$ cat src/rtl/lcd_pkg.sv
// Shared definitions for the LCD picture path: parser state encoding,
// error codes and the default panel geometry.
package lcd_pkg;

    localparam int H_RES_DEF = 240;
    localparam int V_RES_DEF = 320;

    typedef enum logic [2:0] {
        ST_IDLE   = 3'd0,
        ST_SYNC   = 3'd1,
        ST_HDR    = 3'd2,
        ST_CHECK  = 3'd3,
        ST_PIX_HI = 3'd4,
        ST_PIX_LO = 3'd5,
        ST_CSUM   = 3'd6
    } parser_state_t;

    localparam logic [2:0] ERR_NONE    = 3'd0;
    localparam logic [2:0] ERR_SYNC    = 3'd1;
    localparam logic [2:0] ERR_RANGE   = 3'd2;
    localparam logic [2:0] ERR_OVERFLOW = 3'd3;
    localparam logic [2:0] ERR_TIMEOUT = 3'd4;
    localparam logic [2:0] ERR_CSUM    = 3'd5;

endpackage

$ cat src/rtl/sync_fifo.sv
// Single-clock first-word-fall-through FIFO. A write into a full FIFO is
// accepted only when a read frees a slot in the same cycle.
module sync_fifo #(
    parameter int WIDTH = 16,
    parameter int DEPTH = 16
) (
    input  logic             clk,
    input  logic             rst_n,
    input  logic             wr_en,
    input  logic [WIDTH-1:0] wr_data,
    input  logic             rd_en,
    output logic [WIDTH-1:0] rd_data,
    output logic             full,
    output logic             empty
);

    localparam int AW = $clog2(DEPTH);

    logic [WIDTH-1:0] mem [DEPTH];
    logic [AW-1:0]    wr_ptr;
    logic [AW-1:0]    rd_ptr;
    logic [AW:0]      count;
    logic             do_wr;
    logic             do_rd;

    assign do_rd   = rd_en && !empty;
    assign do_wr   = wr_en && (!full || do_rd);
    assign empty   = (count == '0);
    assign full    = (count == (AW+1)'(DEPTH));
    // Head word is presented directly; forced to zero when nothing is buffered.
    assign rd_data = empty ? '0 : mem[rd_ptr];

    // Pointer and occupancy bookkeeping.
    always_ff @(posedge clk) begin
        if (!rst_n) begin
            wr_ptr <= '0;
            rd_ptr <= '0;
            count  <= '0;
        end else begin
            if (do_wr) wr_ptr <= wr_ptr + AW'(1);
            if (do_rd) rd_ptr <= rd_ptr + AW'(1);
            case ({do_wr, do_rd})
                2'b10:   count <= count + (AW+1)'(1);
                2'b01:   count <= count - (AW+1)'(1);
                default: count <= count;
            endcase
        end
    end

    // Storage array, no reset needed since reads are gated by empty.
    always_ff @(posedge clk) begin
        if (do_wr) mem[wr_ptr] <= wr_data;
    end

endmodule

$ cat src/rtl/uart_pic_frame_parser.sv
// Parses framed picture updates from a UART byte stream into a window
// descriptor and a buffered RGB565 pixel stream.
//
// state     | meaning
// ----------+-----------------------------------------------------------
// ST_IDLE   | hunting for SYNC0, other bytes dropped silently
// ST_SYNC   | SYNC0 seen, expecting SYNC1 (repeated SYNC0 tolerated)
// ST_HDR    | collecting 8 header bytes x0,y0,w,h (big-endian)
// ST_CHECK  | one-cycle window range check, no byte consumed
// ST_PIX_HI | waiting for pixel high byte
// ST_PIX_LO | waiting for pixel low byte, pushes pixel to FIFO
// ST_CSUM   | waiting for XOR checksum byte
module uart_pic_frame_parser
    import lcd_pkg::*;
#(
    parameter int          H_RES       = H_RES_DEF,
    parameter int          V_RES       = V_RES_DEF,
    parameter int          FIFO_DEPTH  = 16,
    parameter logic [23:0] TIMEOUT_CYC = 24'd600_000,
    parameter logic [7:0]  SYNC0       = 8'hA5,
    parameter logic [7:0]  SYNC1       = 8'h5A
) (
    input  logic        sys_clk,
    input  logic        sys_rst_n,
    input  logic [7:0]  rx_byte,
    input  logic        rx_valid,
    output logic [8:0]  win_x,
    output logic [8:0]  win_y,
    output logic [8:0]  win_w,
    output logic [8:0]  win_h,
    output logic        win_valid,
    output logic [15:0] px_data,
    output logic        px_valid,
    input  logic        px_ready,
    output logic        frame_done,
    output logic        frame_err,
    output logic [2:0]  err_code,
    output logic        busy
);

    parser_state_t state;
    parser_state_t state_nxt;

    logic [2:0]  hdr_cnt;
    logic [63:0] hdr_sr;
    logic [7:0]  csum;
    logic [7:0]  pix_hi_q;
    logic [16:0] pix_left;
    logic [23:0] gap_left;
    logic [8:0]  win_x_q;
    logic [8:0]  win_y_q;
    logic [8:0]  win_w_q;
    logic [8:0]  win_h_q;

    logic [15:0] hdr_x;
    logic [15:0] hdr_y;
    logic [15:0] hdr_w;
    logic [15:0] hdr_h;
    logic        upper_bad;
    logic [9:0]  x_end;
    logic [9:0]  y_end;
    logic        range_ok;
    logic [16:0] area;

    logic        gap_run;
    logic        timeout_hit;
    logic        win_pass;
    logic        done_set;
    logic        err_set;
    logic [2:0]  err_val;

    logic        fifo_wr;
    logic        fifo_rd;
    logic        fifo_full;
    logic        fifo_empty;
    logic [15:0] fifo_din;

    // Header fields sit in a byte shift register, first byte at the top.
    assign hdr_x = hdr_sr[63:48];
    assign hdr_y = hdr_sr[47:32];
    assign hdr_w = hdr_sr[31:16];
    assign hdr_h = hdr_sr[15:0];

    assign upper_bad = (|hdr_x[15:9]) || (|hdr_y[15:9]) || (|hdr_w[15:9]) || (|hdr_h[15:9]);
    assign x_end     = {1'b0, hdr_x[8:0]} + {1'b0, hdr_w[8:0]};
    assign y_end     = {1'b0, hdr_y[8:0]} + {1'b0, hdr_h[8:0]};
    assign range_ok  = !upper_bad && (hdr_w[8:0] != 9'd0) && (hdr_h[8:0] != 9'd0) &&
                       (x_end <= 10'(H_RES)) && (y_end <= 10'(V_RES));
    // Range-checked window is at most 240x320, which fits in 17 bits.
    assign area      = 17'(hdr_w[8:0]) * 17'(hdr_h[8:0]);

    assign gap_run     = state inside {ST_SYNC, ST_HDR, ST_PIX_HI, ST_PIX_LO, ST_CSUM};
    assign timeout_hit = gap_run && !rx_valid && (gap_left == 24'd1);

    assign fifo_din = {pix_hi_q, rx_byte};
    assign fifo_rd  = px_ready && !fifo_empty;
    assign px_valid = !fifo_empty;
    assign busy     = (state != ST_IDLE);

    // Descriptor pulses in the CHECK cycle itself, so the live header is bypassed out.
    assign win_valid = win_pass;
    assign win_x     = win_pass ? hdr_x[8:0] : win_x_q;
    assign win_y     = win_pass ? hdr_y[8:0] : win_y_q;
    assign win_w     = win_pass ? hdr_w[8:0] : win_w_q;
    assign win_h     = win_pass ? hdr_h[8:0] : win_h_q;

    sync_fifo #(
        .WIDTH (16),
        .DEPTH (FIFO_DEPTH)
    ) u_px_fifo (
        .clk     (sys_clk),
        .rst_n   (sys_rst_n),
        .wr_en   (fifo_wr),
        .wr_data (fifo_din),
        .rd_en   (fifo_rd),
        .rd_data (px_data),
        .full    (fifo_full),
        .empty   (fifo_empty)
    );

    // State register.
    always_ff @(posedge sys_clk) begin
        if (!sys_rst_n) state <= ST_IDLE;
        else            state <= state_nxt;
    end

    // Next-state and per-cycle control strobes.
    always_comb begin
        state_nxt = state;
        fifo_wr   = 1'b0;
        win_pass  = 1'b0;
        done_set  = 1'b0;
        err_set   = 1'b0;
        err_val   = ERR_NONE;
        case (state)
            ST_IDLE: begin
                if (rx_valid && rx_byte == SYNC0) state_nxt = ST_SYNC;
            end
            ST_SYNC: begin
                if (rx_valid) begin
                    if (rx_byte == SYNC1) begin
                        state_nxt = ST_HDR;
                    end else if (rx_byte != SYNC0) begin
                        err_set   = 1'b1;
                        err_val   = ERR_SYNC;
                        state_nxt = ST_IDLE;
                    end
                end
            end
            ST_HDR: begin
                if (rx_valid && hdr_cnt == 3'd7) state_nxt = ST_CHECK;
            end
            ST_CHECK: begin
                if (range_ok) begin
                    win_pass  = 1'b1;
                    state_nxt = ST_PIX_HI;
                end else begin
                    err_set   = 1'b1;
                    err_val   = ERR_RANGE;
                    state_nxt = ST_IDLE;
                end
            end
            ST_PIX_HI: begin
                if (rx_valid) state_nxt = ST_PIX_LO;
            end
            ST_PIX_LO: begin
                if (rx_valid) begin
                    if (fifo_full && !fifo_rd) begin
                        err_set   = 1'b1;
                        err_val   = ERR_OVERFLOW;
                        state_nxt = ST_IDLE;
                    end else begin
                        fifo_wr   = 1'b1;
                        state_nxt = (pix_left == 17'd1) ? ST_CSUM : ST_PIX_HI;
                    end
                end
            end
            ST_CSUM: begin
                if (rx_valid) begin
                    if (rx_byte == csum) begin
                        done_set = 1'b1;
                    end else begin
                        err_set = 1'b1;
                        err_val = ERR_CSUM;
                    end
                    state_nxt = ST_IDLE;
                end
            end
            default: state_nxt = ST_IDLE;
        endcase
        // Timeout only fires on byte-free cycles, so it never collides with the above.
        if (timeout_hit) begin
            err_set   = 1'b1;
            err_val   = ERR_TIMEOUT;
            state_nxt = ST_IDLE;
        end
    end

    // Datapath: header capture, checksum, pixel countdown, gap timer, status pulses.
    always_ff @(posedge sys_clk) begin
        if (!sys_rst_n) begin
            hdr_cnt    <= '0;
            hdr_sr     <= '0;
            csum       <= '0;
            pix_hi_q   <= '0;
            pix_left   <= '0;
            gap_left   <= '0;
            win_x_q    <= '0;
            win_y_q    <= '0;
            win_w_q    <= '0;
            win_h_q    <= '0;
            frame_done <= 1'b0;
            frame_err  <= 1'b0;
            err_code   <= ERR_NONE;
        end else begin
            frame_done <= done_set;
            frame_err  <= err_set;
            if (err_set) err_code <= err_val;

            if (rx_valid || !gap_run) gap_left <= TIMEOUT_CYC;
            else                      gap_left <= gap_left - 24'd1;

            if (state == ST_HDR) begin
                if (rx_valid) begin
                    hdr_cnt <= hdr_cnt + 3'd1;
                    hdr_sr  <= {hdr_sr[55:0], rx_byte};
                end
            end else begin
                hdr_cnt <= '0;
            end

            if (state == ST_SYNC) begin
                csum <= '0;
            end else if (rx_valid && (state inside {ST_HDR, ST_PIX_HI, ST_PIX_LO})) begin
                csum <= csum ^ rx_byte;
            end

            if (state == ST_PIX_HI && rx_valid) pix_hi_q <= rx_byte;

            if (win_pass) begin
                pix_left <= area;
                win_x_q  <= hdr_x[8:0];
                win_y_q  <= hdr_y[8:0];
                win_w_q  <= hdr_w[8:0];
                win_h_q  <= hdr_h[8:0];
            end else if (fifo_wr) begin
                pix_left <= pix_left - 17'd1;
            end
        end
    end

endmodule

$ cat config.mk
export PLATFORM = sky130hd
export DESIGN_NAME = uart_pic_frame_parser
export DESIGN_NICKNAME = d
export VERILOG_FILES = /design/src/rtl/lcd_pkg.sv /design/src/rtl/sync_fifo.sv /design/src/rtl/uart_pic_frame_parser.sv
export SDC_FILE = /design/constraint.sdc
export NUM_CORES = 1
export LEC_CHECK = 0
export BUFFER_PORTS_ARGS = -buffer_cell sky130_fd_sc_hd__buf_4
export CAP_MARGIN = 20
export CORE_MARGIN = 2
export CORE_UTILIZATION = 60
export CTS_CLUSTER_DIAMETER = 80
export DETAILED_ROUTE_END_ITERATION = 8
export GPL_TIMING_DRIVEN = 1
export HOLD_SLACK_MARGIN = 0.08
export PLACE_DENSITY = 0.81
export REMOVE_ABC_BUFFERS = 1
export SLEW_MARGIN = 20
export SYNTH_ARGS = -nofsm -noshare
export SYNTH_HDL_FRONTEND = slang
export SYNTH_SLANG_ARGS = --single-unit
$ cat constraint.sdc
create_clock -name sys_clk -period 9.25 [get_ports sys_clk]
set_clock_uncertainty 0.1 [all_clocks]
set_input_delay 0.925 -clock sys_clk [delete_from_list [all_inputs] [get_ports sys_clk]]
set_output_delay 0.925 -clock sys_clk [all_outputs]
set_load 0.005 [all_outputs]
==> results of run 1 <==
[final cells by class]
type,count,share of cell area
Sequential cell,441,0.485
Timing Repair Buffer,96,0.0307
Clock buffer,63,0.0538
Tap cell,455,0.0242
Clock inverter,21,0.00927
Multi-Input combinational cell,1073,0.382
Inverter,93,0.0149
[registers in the layout, summed over array words and instances (netlist names), 9 cells and up, named ones only]
signal,cells
win_w_q,9
gap_left,24
pix_left,17
hdr_sr,64
win_x_q,9
win_y_q,9
u_px_fifo.mem,256
win_h_q,9
[per-stage QoR]
stage | power, mW | hold WS, ns
CTS | 3.99 | 0.357
global placement | 2.22 | 0.341
global route | 4.09 | 0.379
floorplan | 2.18 | 0.330
detailed placement | 2.22 | 0.349
finish | 3.98 | 0.361
[cell families after synthesis]
kind of cell / after synthesis / share of synthesized area
AO/OA/AOI/OAI: 191 / 0.0554
buffers and inverters: 179 / 0.0342
flip-flops: 441 / 0.541
adder cells (fa/ha/maj): 121 / 0.0905
AND/OR/NAND/NOR: 552 / 0.127
multiplexers: 137 / 0.121
XOR/XNOR: 72 / 0.0300
[worst max-delay path by stage]
stage / startpoint / end / cells past startpoint
global placement: hdr_sr[2] / pix_left[16] / 17
detailed placement: hdr_sr[2] / pix_left[15] / 17
global route: hdr_sr[1] / win_h[0] / 11
finish: hdr_sr[1] / win_w[1] / 11
floorplan: flop / px_data[0] / 3
CTS: hdr_sr[0] / win_w[0] / 12
[synthesized netlist by cell type, types with 9 or more instances]
cell and count:
a21o_1 9, a21oi_1 111, and2_1 84, clkbuf_1 66, dfxtp_1 185, edfxtp_1 256, fa_1 52, ha_1 69
inv_1 92, mux2_4 36, mux2i_1 18, mux4_2 80, nand2_1 215, nand3_1 15, nand4_1 9, nor2_1 112
nor2b_1 22, nor3_1 21, nor4_1 21, o21a_1 9, o21ai_0 20, or3_1 9, xnor2_1 34, xor2_1 38
[worst register-to-register path: cells and delay by family, from the launching register on]
kind	cells	cell delay (ns)
and+or+nand+nor	1	0.18
buffers and inverters	3	0.14
AOI/OAI and AO/OA	7	1.42
xor gates and xnor gates	1	0.16
adders and majority gates	5	2.42
DFF	1	0.76
[layer usage]
layer	routed length, µm	vias to the layer above	GRT usage
li1	-	6118	-
met1	18400	6703	0.333
met2	24700	509	0.462
met3	3130	118	0.0477
met4	1550	0	0.0944
met5	0	-	0
[power by group through the flow]
stage	logic (mW)	clock network, mW	registers [mW]
finish	0.0965	1.80	2.09
global route	0.107	1.89	2.09
CTS	0.0959	1.81	2.09
detailed placement	0.0954	0	2.13
global placement	0.0922	0	2.13
floorplan	0.0566	0	2.12
[layout by cell type, fill, tap and decap left out, drive strengths merged, types with 69 or more instances in the layout]
master	count
ha	69
and2	84
nor2	113
nand2	215
edfxtp	256
a21oi	111
dfxtp	185
buf	96
mux4	80
inv	95
==> results.toml, run 1 <==
[cts]
cts_setup_buffers = 0
cts.clk_slew.worst_paths_ns = 0.06
clkLatencyLatePin_ns = 0.56
hold_buffers = 0
cts.sinks = 441
root_buffer = "clkbuf_16"
cts_tree = "yes"
ctsResizeCount = 0
numCtsBuffers = 45
htreeDepth = 2
cts_max_path_buffers = 3

[sta]
relSlewSlack = 0.291
max_freq_ghz = 0.178
hold_viol = 0
fin_ws_ns = 3.63
maxSlewViolCount = 0
tightest_slew_ns = 1.06
period_minus_slack_ns = 5.62
rsz0062_at_grt = "false"
setup_viol_count_final = 0
period_share = 0.607
finalSetupTns_ns = 0

[synth]
syn_inst = 1693
ys_seq_area_frac = 0.541
async_reset_ff_frac = 0
synth.top_cell.area_share = 0.365
synth-seq-cells = 441
synth_top_cell_by_area = "edfxtp_1"
ys.flop_type = "edfxtp_1"
synth.avg_cell_area_um2 = 12.4
netlist_area_mm2 = 0.0210
yosys_warnings = 0
synth-edff-count = 256
synth_area_leaders = "edfxtp_1, dfxtp_1, mux4_2"
synth_cell_type_count = 73

[setup_path]
slowest_stage = "dfxtp_1"
worstReg2RegEnd = "pix_left[16]"
worstPathRequired_ns = 8.23
reg2reg_slack_ns = 3.94
critPathLaunchType = "flop"
crit_type = "reg2out"
crit_chain = "inv_1 -> fa_1 -> nand2b_1 -> a21oi_1 -> mux2i_1 -> a32oi_1 -> o311ai_4 -> nand4_4 -> buf_4 -> mux2_4 -> buf_4"
reg2regPathDepth = 17
cpPeakStageDelay_ns = 0.75
end_kind = "output port"
path_buf_inv = 3
critPathMostFrequentCell = "buf_4"
path_max_fanout = 29
crit_family = "buffers and inverters"
worstReg2RegStart = "hdr_sr[2]"
worstPathArrival_ns = 4.59

[drt]
drt-pass1-iter-count = 6
num_vias = 13400
wl_per_cell_um = 21.3
ant_nets = 0
via_per_inst = 6.00
drt-initial-drc-count = 1111
drc = 0
drt-total-wl_um = 47700

[floorplan]
fp.dieW_um = 191
ios = 72
core-area_mm2 = 0.0345
die_height_um = 191
fp-row-count = 68
dieArea_mm2 = 0.0366
initial_core_util = 0.609

[power]
p_comb_frac = 0.024
power.internal_mw = 3.12
clkPwrFrac = 0.452
sw_frac_of_total = 0.216
ir_drop_mv = 0.131
netSwitchingPower_mw = 0.858
power_per_cell_area_mw_per_mm2 = 170
power_frac_seq = 0.524
p_leak_nw = 8.50

[placed_design]
place_congestion = 0.916
placed_cells = 2158
dp_hpwl_um = 29500
dp_slack_ns = 4.00
place_area_mm2 = 0.0220
io_buffers = 71

[grt]
grtUsageTotal = 0.265
overflow = 0
grt_start_max_net_pins = 65
grt_pass1_vias = 13300
antenna_found_initial = 0
grt_pass1_wl_um = 74500

[finish]
syn_to_final_growth_pct = 11.6
multi_input_area_mm2 = 0.00897
final_cell_area_mm2 = 0.0235
layout-drive-gt1-share = 0.173
n_antenna_cell = 0
nets = 1883
fin_util = 0.680
regArea_mm2 = 0.0114
stdcell_count = 2242
fillers = 2405

[min_path]
worstHoldStart = "hdr_sr[57]"
min_path_cells = 2
hold-path-endpoint = "hdr_sr[57]"
hp-class = "reg2reg"

[status]
outcome = "finished, final reports clean"

[run]
maxCapViolations = 0
No activity file was read; power rests on OpenSTA's default activity.
==> run 2, diff against run 1 <==
ABC_AREA = 1   (was unset)
clock period = 5.5 ns   (was 9.25 ns; I/O delays follow)
==> run 2 against run 1 <==
Net effect:
- hold slack worse by 0.12 ns
- global-route usage is 1.9 points higher
- synthesized cell count is 42% higher
- register-to-register slack worse by 3.2 ns
- largest power group unchanged
- routed wire length is 12% higher
- clock power is 78% higher
- highest routed layer unchanged
- synthesized area is 3.2% higher
- via count is 27% higher
- worst setup slack worse by 3.2 ns
==> results.toml, run 2 <==
[synth]
post-synth-top-count-cell = "nor2_1"
async_reset_ff_frac = 0
synth_area_leaders = "edfxtp_1, dfxtp_1, nor2_1"
netlist_area_mm2 = 0.0217
synth-seq-cells = 441
synth-compound-area-share = 0.118
synth_top_cell_by_area = "edfxtp_1"
synthXorXnorAreaFrac = 0.0177
synth_top_family_by_area = "simple AND/OR/NAND/NOR gates"
synthMuxAreaShare = 0
ys.flop_type = "edfxtp_1"
ys_top_cells_by_count = "nor2_1, nand2_1, edfxtp_1, inv_1, o21ai_0"
synthAdderAreaFrac = 0.0877
synth_cell_type_count = 47
yosys_warnings = 0
synth-edff-count = 256
ys_seq_area_frac = 0.525
syn_inst = 2410
yosys.area_share.simple = 0.184
synth.avg_cell_area_um2 = 9.01
synth.top_cell.area_share = 0.354

[setup_path]
critPathLaunchType = "flop"
worstPathArrival_ns = 4.37
cpPeakStageDelay_ns = 0.84
crit_type = "reg2out"
slowest_stage = "nor2_4"
reg2regPathDepth = 18
worstPathRequired_ns = 4.85
critPathMostFrequentCell = "nand2_1"
crit_chain = "ha_1 -> inv_1 -> fa_1 -> inv_1 -> nand2_1 -> a21oi_1 -> nand3_1 -> nor2_1 -> nand2_1 -> nand2_1 -> nand2_1 -> nand2_2 -> nand3_2 -> nor2_4 -> nand2_1 -> nand2_1 -> buf_4"
path_max_fanout = 38
end_kind = "output port"

[power]
power_per_cell_area_mw_per_mm2 = 349
p_leak_nw = 10.7
ir_drop_mv = 0.293

[cts]
root_buffer = "clkbuf_16"
htreeDepth = 2
clkLatencyLatePin_ns = 0.57
cts_setup_buffers = 0
cts_tree = "yes"
ctsResizeCount = 0
cts.clk_slew.worst_paths_ns = 0.07
hold_buffers = 0
cts_max_path_buffers = 3
numCtsBuffers = 45
cts.sinks = 441

[floorplan]
ios = 72
fp-row-count = 69
core-area_mm2 = 0.0356
die_height_um = 194
initial_core_util = 0.611
dieArea_mm2 = 0.0377
fp.dieW_um = 194

[finish]
regArea_mm2 = 0.0114
stdcell_count = 2947
regMostFlops = "u_px_fifo.mem"
fillers = 2599
syn_to_final_growth_pct = 11.5
multi_input_area_mm2 = 0.00885
nets = 2584
largest_reg_flops = 256
largestRegisters = "u_px_fifo.mem x256, hdr_sr x64, gap_left x24"
mostFrequentLayoutCells = "nor2_1, nand2_1, edfxtp_1"
final_common_cell = "nor2_1"
layout-drive-gt1-share = 0.0905

[sta]
rsz0062_at_grt = "false"
max_freq_ghz = 0.199
maxSlewViolCount = 0
period_share = 0.912
tightest_slew_ns = 1.12
hold_viol = 0
relSlewSlack = 0.256
period_minus_slack_ns = 5.02
setup_viol_count_final = 0
finalSetupTns_ns = 0

[grt]
overflow = 0
grt_pass1_vias = 17100
grt_start_max_net_pins = 115
antenna_found_initial = 1
grtUsageTotal = 0.284
grt_pass1_wl_um = 86500

[placed_design]
dp_hpwl_um = 33600
place_congestion = 0.904
io_buffers = 71
placed_cells = 2865

[run]
maxCapViolations = 0

[min_path]
min_path_cells = 1
hp-class = "in2reg"

[drt]
via_per_inst = 5.80
drt-pass1-iter-count = 6
wl_per_cell_um = 18.2
num_vias = 17100
drt-initial-drc-count = 1577
ant_nets = 0
drt-total-wl_um = 53700
drc = 0

[status]
outcome = "finished, final reports clean"
run 2: changes by cell type after synthesis, moves of 84 or more:
cell,change
nor2_1,+277
o21ai_0,+209
nand2_1,+170
inv_1,+160
nand3_1,+95
and2_1,-84
run 2: cell families (layout without fill, tap and decap cells):
group / Yosys count / in the layout
xor+xnor: 44 / 44
flops: 441 / 441
buf+inv: 378 / 453
simple gates: 963 / 963
compound gates: 463 / 463
fa+ha+maj: 121 / 121
other cells: 0 / 1
run 2: critical path: cells and delay by family, from the launching register on:
kind | cells | cell delay (ns)
flip-flops | 1 | 0.62
AO/OA/AOI/OAI | 1 | 0.15
buffers and inverters | 3 | 0.31
adder cells (fa/ha/maj) | 2 | 0.69
AND/OR/NAND/NOR | 11 | 2.01
run 2: cell type report:
class | instances | area share
Sequential cell | 441 | 0.471
Multi-Input combinational cell | 1591 | 0.366
Clock buffer | 55 | 0.0505
Inverter | 261 | 0.0405
Timing Repair Buffer | 111 | 0.0346
Tap cell | 461 | 0.0238
Clock inverter | 26 | 0.0141
Antenna cell | 1 | 0.000103
run 2: worst paths after layout:
check                           slack (ns)         from             endpoint
worst max register to register        0.72    hdr_sr[5]         pix_left[13]
worst min-delay path                  0.24   rx_byte[0]  u_px_fifo.mem[2][0]
worst min register to register        0.36  gap_left[0]          gap_left[0]
worst max-delay path                  0.48    hdr_sr[0]             win_w[6]
run 2: through the flow:
stage / total power, mW / utilization / worst slack (ns) / hold slack (ns) / instance area, µm²
floorplan: 4.64 / - / -0.0379 / 0.330 / 21200
global placement: 5.19 / 0.636 / 0.835 / 0.341 / 22600
detailed placement: 5.25 / 0.637 / 0.777 / 0.353 / 22600
CTS: 8.46 / 0.681 / 0.525 / 0.222 / 24200
global route: 8.78 / 0.681 / 0.158 / 0.237 / 24200
finish: 8.45 / 0.681 / 0.482 / 0.242 / 24200
run 2: metal layers:
metal,up-vias,wire length (µm),GRT usage
li1,8138,-,-
met1,8122,21000,0.346
met2,693,26500,0.492
met3,154,3850,0.0482
met4,0,2310,0.139
met5,-,0,0
run 2: power breakdown:
group,switching (mW),total (mW),internal (mW)
Combinational,1.12,1.68,0.565
Clock,1.29,3.21,1.92
Sequential,0.0422,3.55,3.51
Total,2.45,8.45,6.00
==> run 3, diff against run 2 <==
SYNTH_HIERARCHICAL = 1   (was unset)
==> run 3 against run 2 <==
Net effect:
- final cell count rose by 3.5%
- flip-flop and latch count did not move
- die area rose by 1.1%
- hold slack got worse by 0.033 ns
- largest cell class unchanged
==> results.toml, run 3 <==
[status]
outcome = "finished, final reports clean"

[synth]
ys_top_cells_by_count = "nand2_1, nor2_1, edfxtp_1, inv_1, nand3_1"
synth_cell_type_count = 42
synth-seq-cells = 441
synth.avg_cell_area_um2 = 8.73
syn_inst = 2514
yosys_warnings = 6
synth.top_cell.area_share = 0.350
synth_area_leaders = "edfxtp_1, dfxtp_1, nand2_1"
ys.flop_type = "edfxtp_1"
netlist_area_mm2 = 0.0220
post-synth-top-count-cell = "nand2_1"
ys_seq_area_frac = 0.519
async_reset_ff_frac = 0
synth-edff-count = 256
synth_top_cell_by_area = "edfxtp_1"

[floorplan]
initial_core_util = 0.604
fp.dieW_um = 195
core-area_mm2 = 0.0363
dieArea_mm2 = 0.0381
ios = 72
die_height_um = 195
fp-row-count = 70

[cts]
hold_buffers = 0
ctsResizeCount = 0
numCtsBuffers = 44
clkLatencyLatePin_ns = 0.59
cts_tree = "yes"
root_buffer = "clkbuf_16"
cts_max_path_buffers = 3
cts_setup_buffers = 0
htreeDepth = 2
cts.clk_slew.worst_paths_ns = 0.06
cts.sinks = 441

[power]
netSwitchingPower_mw = 1.33
p_leak_nw = 10.9
sw_frac_of_total = 0.203
clkPwrFrac = 0.458
power_frac_seq = 0.530
power_per_cell_area_mw_per_mm2 = 271
p_comb_frac = 0.012
power.internal_mw = 5.22
ir_drop_mv = 0.248

[min_path]
hold-path-endpoint = "u_px_fifo/mem[14][2]"
worstHoldStart = "rx_byte[2]"
min_path_cells = 1
hp-class = "in2reg"

[run]
maxCapViolations = 0

[finish]
largestRegisters = "u_px_fifo/mem x256, hdr_sr x64, gap_left x24"
multi_input_area_mm2 = 0.00902
regArea_mm2 = 0.0114
final_common_cell = "nand2_1"
regMostFlops = "u_px_fifo/mem"
layout-drive-gt1-share = 0.0802
syn_to_final_growth_pct = 10.2
nets = 2678
fillers = 2793
stdcell_count = 3049
mostFrequentLayoutCells = "nand2_1, nor2_1, edfxtp_1"
final_cell_area_mm2 = 0.0242
largest_reg_flops = 256

[drt]
num_vias = 17300
drt-total-wl_um = 53400
drc = 0
drt-pass1-iter-count = 6
ant_nets = 0
drt-initial-drc-count = 1456
via_per_inst = 5.68
wl_per_cell_um = 17.5

[placed_design]
dp_hpwl_um = 34000
placed_cells = 2968
place_area_mm2 = 0.0227
io_buffers = 71
place_congestion = 0.856

[sta]
relSlewSlack = 0.265
hold_viol = 0
maxSlewViolCount = 0
setup_viol_count_final = 0
period_minus_slack_ns = 4.93
tightest_slew_ns = 1.10
max_freq_ghz = 0.203
period_share = 0.897
rsz0062_at_grt = "false"

[setup_path]
critPathLaunchType = "flop"
end_kind = "flop"
cpPeakStageDelay_ns = 0.66
worstPathArrival_ns = 5.31
path_depth = 18
path_max_fanout = 14
worstReg2RegEnd = "pix_left[14]"
worstReg2RegStart = "hdr_sr[21]"
crit_type = "reg2reg"
path_buf_inv = 4
crit_chain = "nand2_1 -> fa_1 -> inv_1 -> fa_1 -> inv_1 -> fa_1 -> fa_1 -> inv_1 -> ha_1 -> inv_1 -> o31ai_1 -> a21oi_1 -> nor2_1 -> nor2_1 -> xor2_1 -> nand2_1 -> nand3_1 -> nor2_1"
worstPathRequired_ns = 5.88
reg2regPathDepth = 18
reg2reg_slack_ns = 0.57
slowest_stage = "dfxtp_1"
crit_family = "adder cells"

[grt]
grt_pass1_vias = 16800
grtUsageTotal = 0.280
antenna_found_initial = 1
grt_start_max_net_pins = 97
overflow = 0
grt_pass1_wl_um = 84800
[run 3: how the worst max path moves through the flow]
stage                              end        from  slack, ns
after global placement    pix_left[14]  hdr_sr[21]       0.76
after detailed placement  pix_left[14]  hdr_sr[21]       0.64
after global routing      pix_left[14]  hdr_sr[21]       0.27
final                     pix_left[14]  hdr_sr[21]       0.57
after CTS                 pix_left[14]  hdr_sr[21]       0.62
after floorplan             px_data[0]        flop      -0.37
[run 3: power by group through the flow]
stage	clock [mW]	sequential [mW]	combinational, mW
final	3.01	3.47	0.0754
after global routing	3.17	3.47	0.0824
after CTS	3.04	3.47	0.0744
after detailed placement	0	3.55	0.0743
after global placement	0	3.55	0.0709
after floorplan	0	3.55	0.0264
[run 3: layer usage]
metal	wire, µm	global-route usage	vias to the layer above	part of all wire
met2	26100	0.487	685	0.49
met4	2490	0.133	0	0.047
li1	-	-	8293	-
met3	3840	0.0482	165	0.072
met1	21000	0.341	8162	0.39
met5	0	0	-	0
[run 3: area by class of cell]
| class | instances | area share |
|---|---|---|
| Multi-Input combinational cell | 1703 | 0.373 |
| Sequential cell | 441 | 0.471 |
| Clock buffer | 61 | 0.0498 |
| Tap cell | 468 | 0.0242 |
| Timing Repair Buffer | 105 | 0.0331 |
| Antenna cell | 1 | 0.000103 |
| Clock inverter | 19 | 0.0100 |
| Inverter | 251 | 0.0390 |
[run 3: kinds of logic after synthesis]
kind of cell / count (synthesis) / share of synthesized area
XOR/XNOR: 40 / 0.0160
AO/OA/AOI/OAI: 344 / 0.0827
AND/OR/NAND/NOR: 1199 / 0.226
adder cells (fa/ha/maj): 120 / 0.0862
buffers and inverters: 370 / 0.0705
flip-flops: 441 / 0.519
[run 3: per-stage QoR]
| stage | setup WS [ns] | setup TNS, ns | total power [mW] | hold slack, ns | utilization |
|---|---|---|---|---|---|
| 6_report | 0.567 | 0 | 6.55 | 0.210 | 0.666 |
| 3_3_place_gp | 0.756 | 0 | 3.62 | 0.331 | 0.625 |
| 3_5_place_dp | 0.636 | 0 | 3.62 | 0.339 | 0.626 |
| 5_1_grt | 0.268 | 0 | 6.72 | 0.212 | 0.666 |
| 4_1_cts | 0.616 | 0 | 6.59 | 0.188 | 0.666 |
| 2_1_floorplan | -0.369 | -5.90 | 3.57 | 0.317 | - |
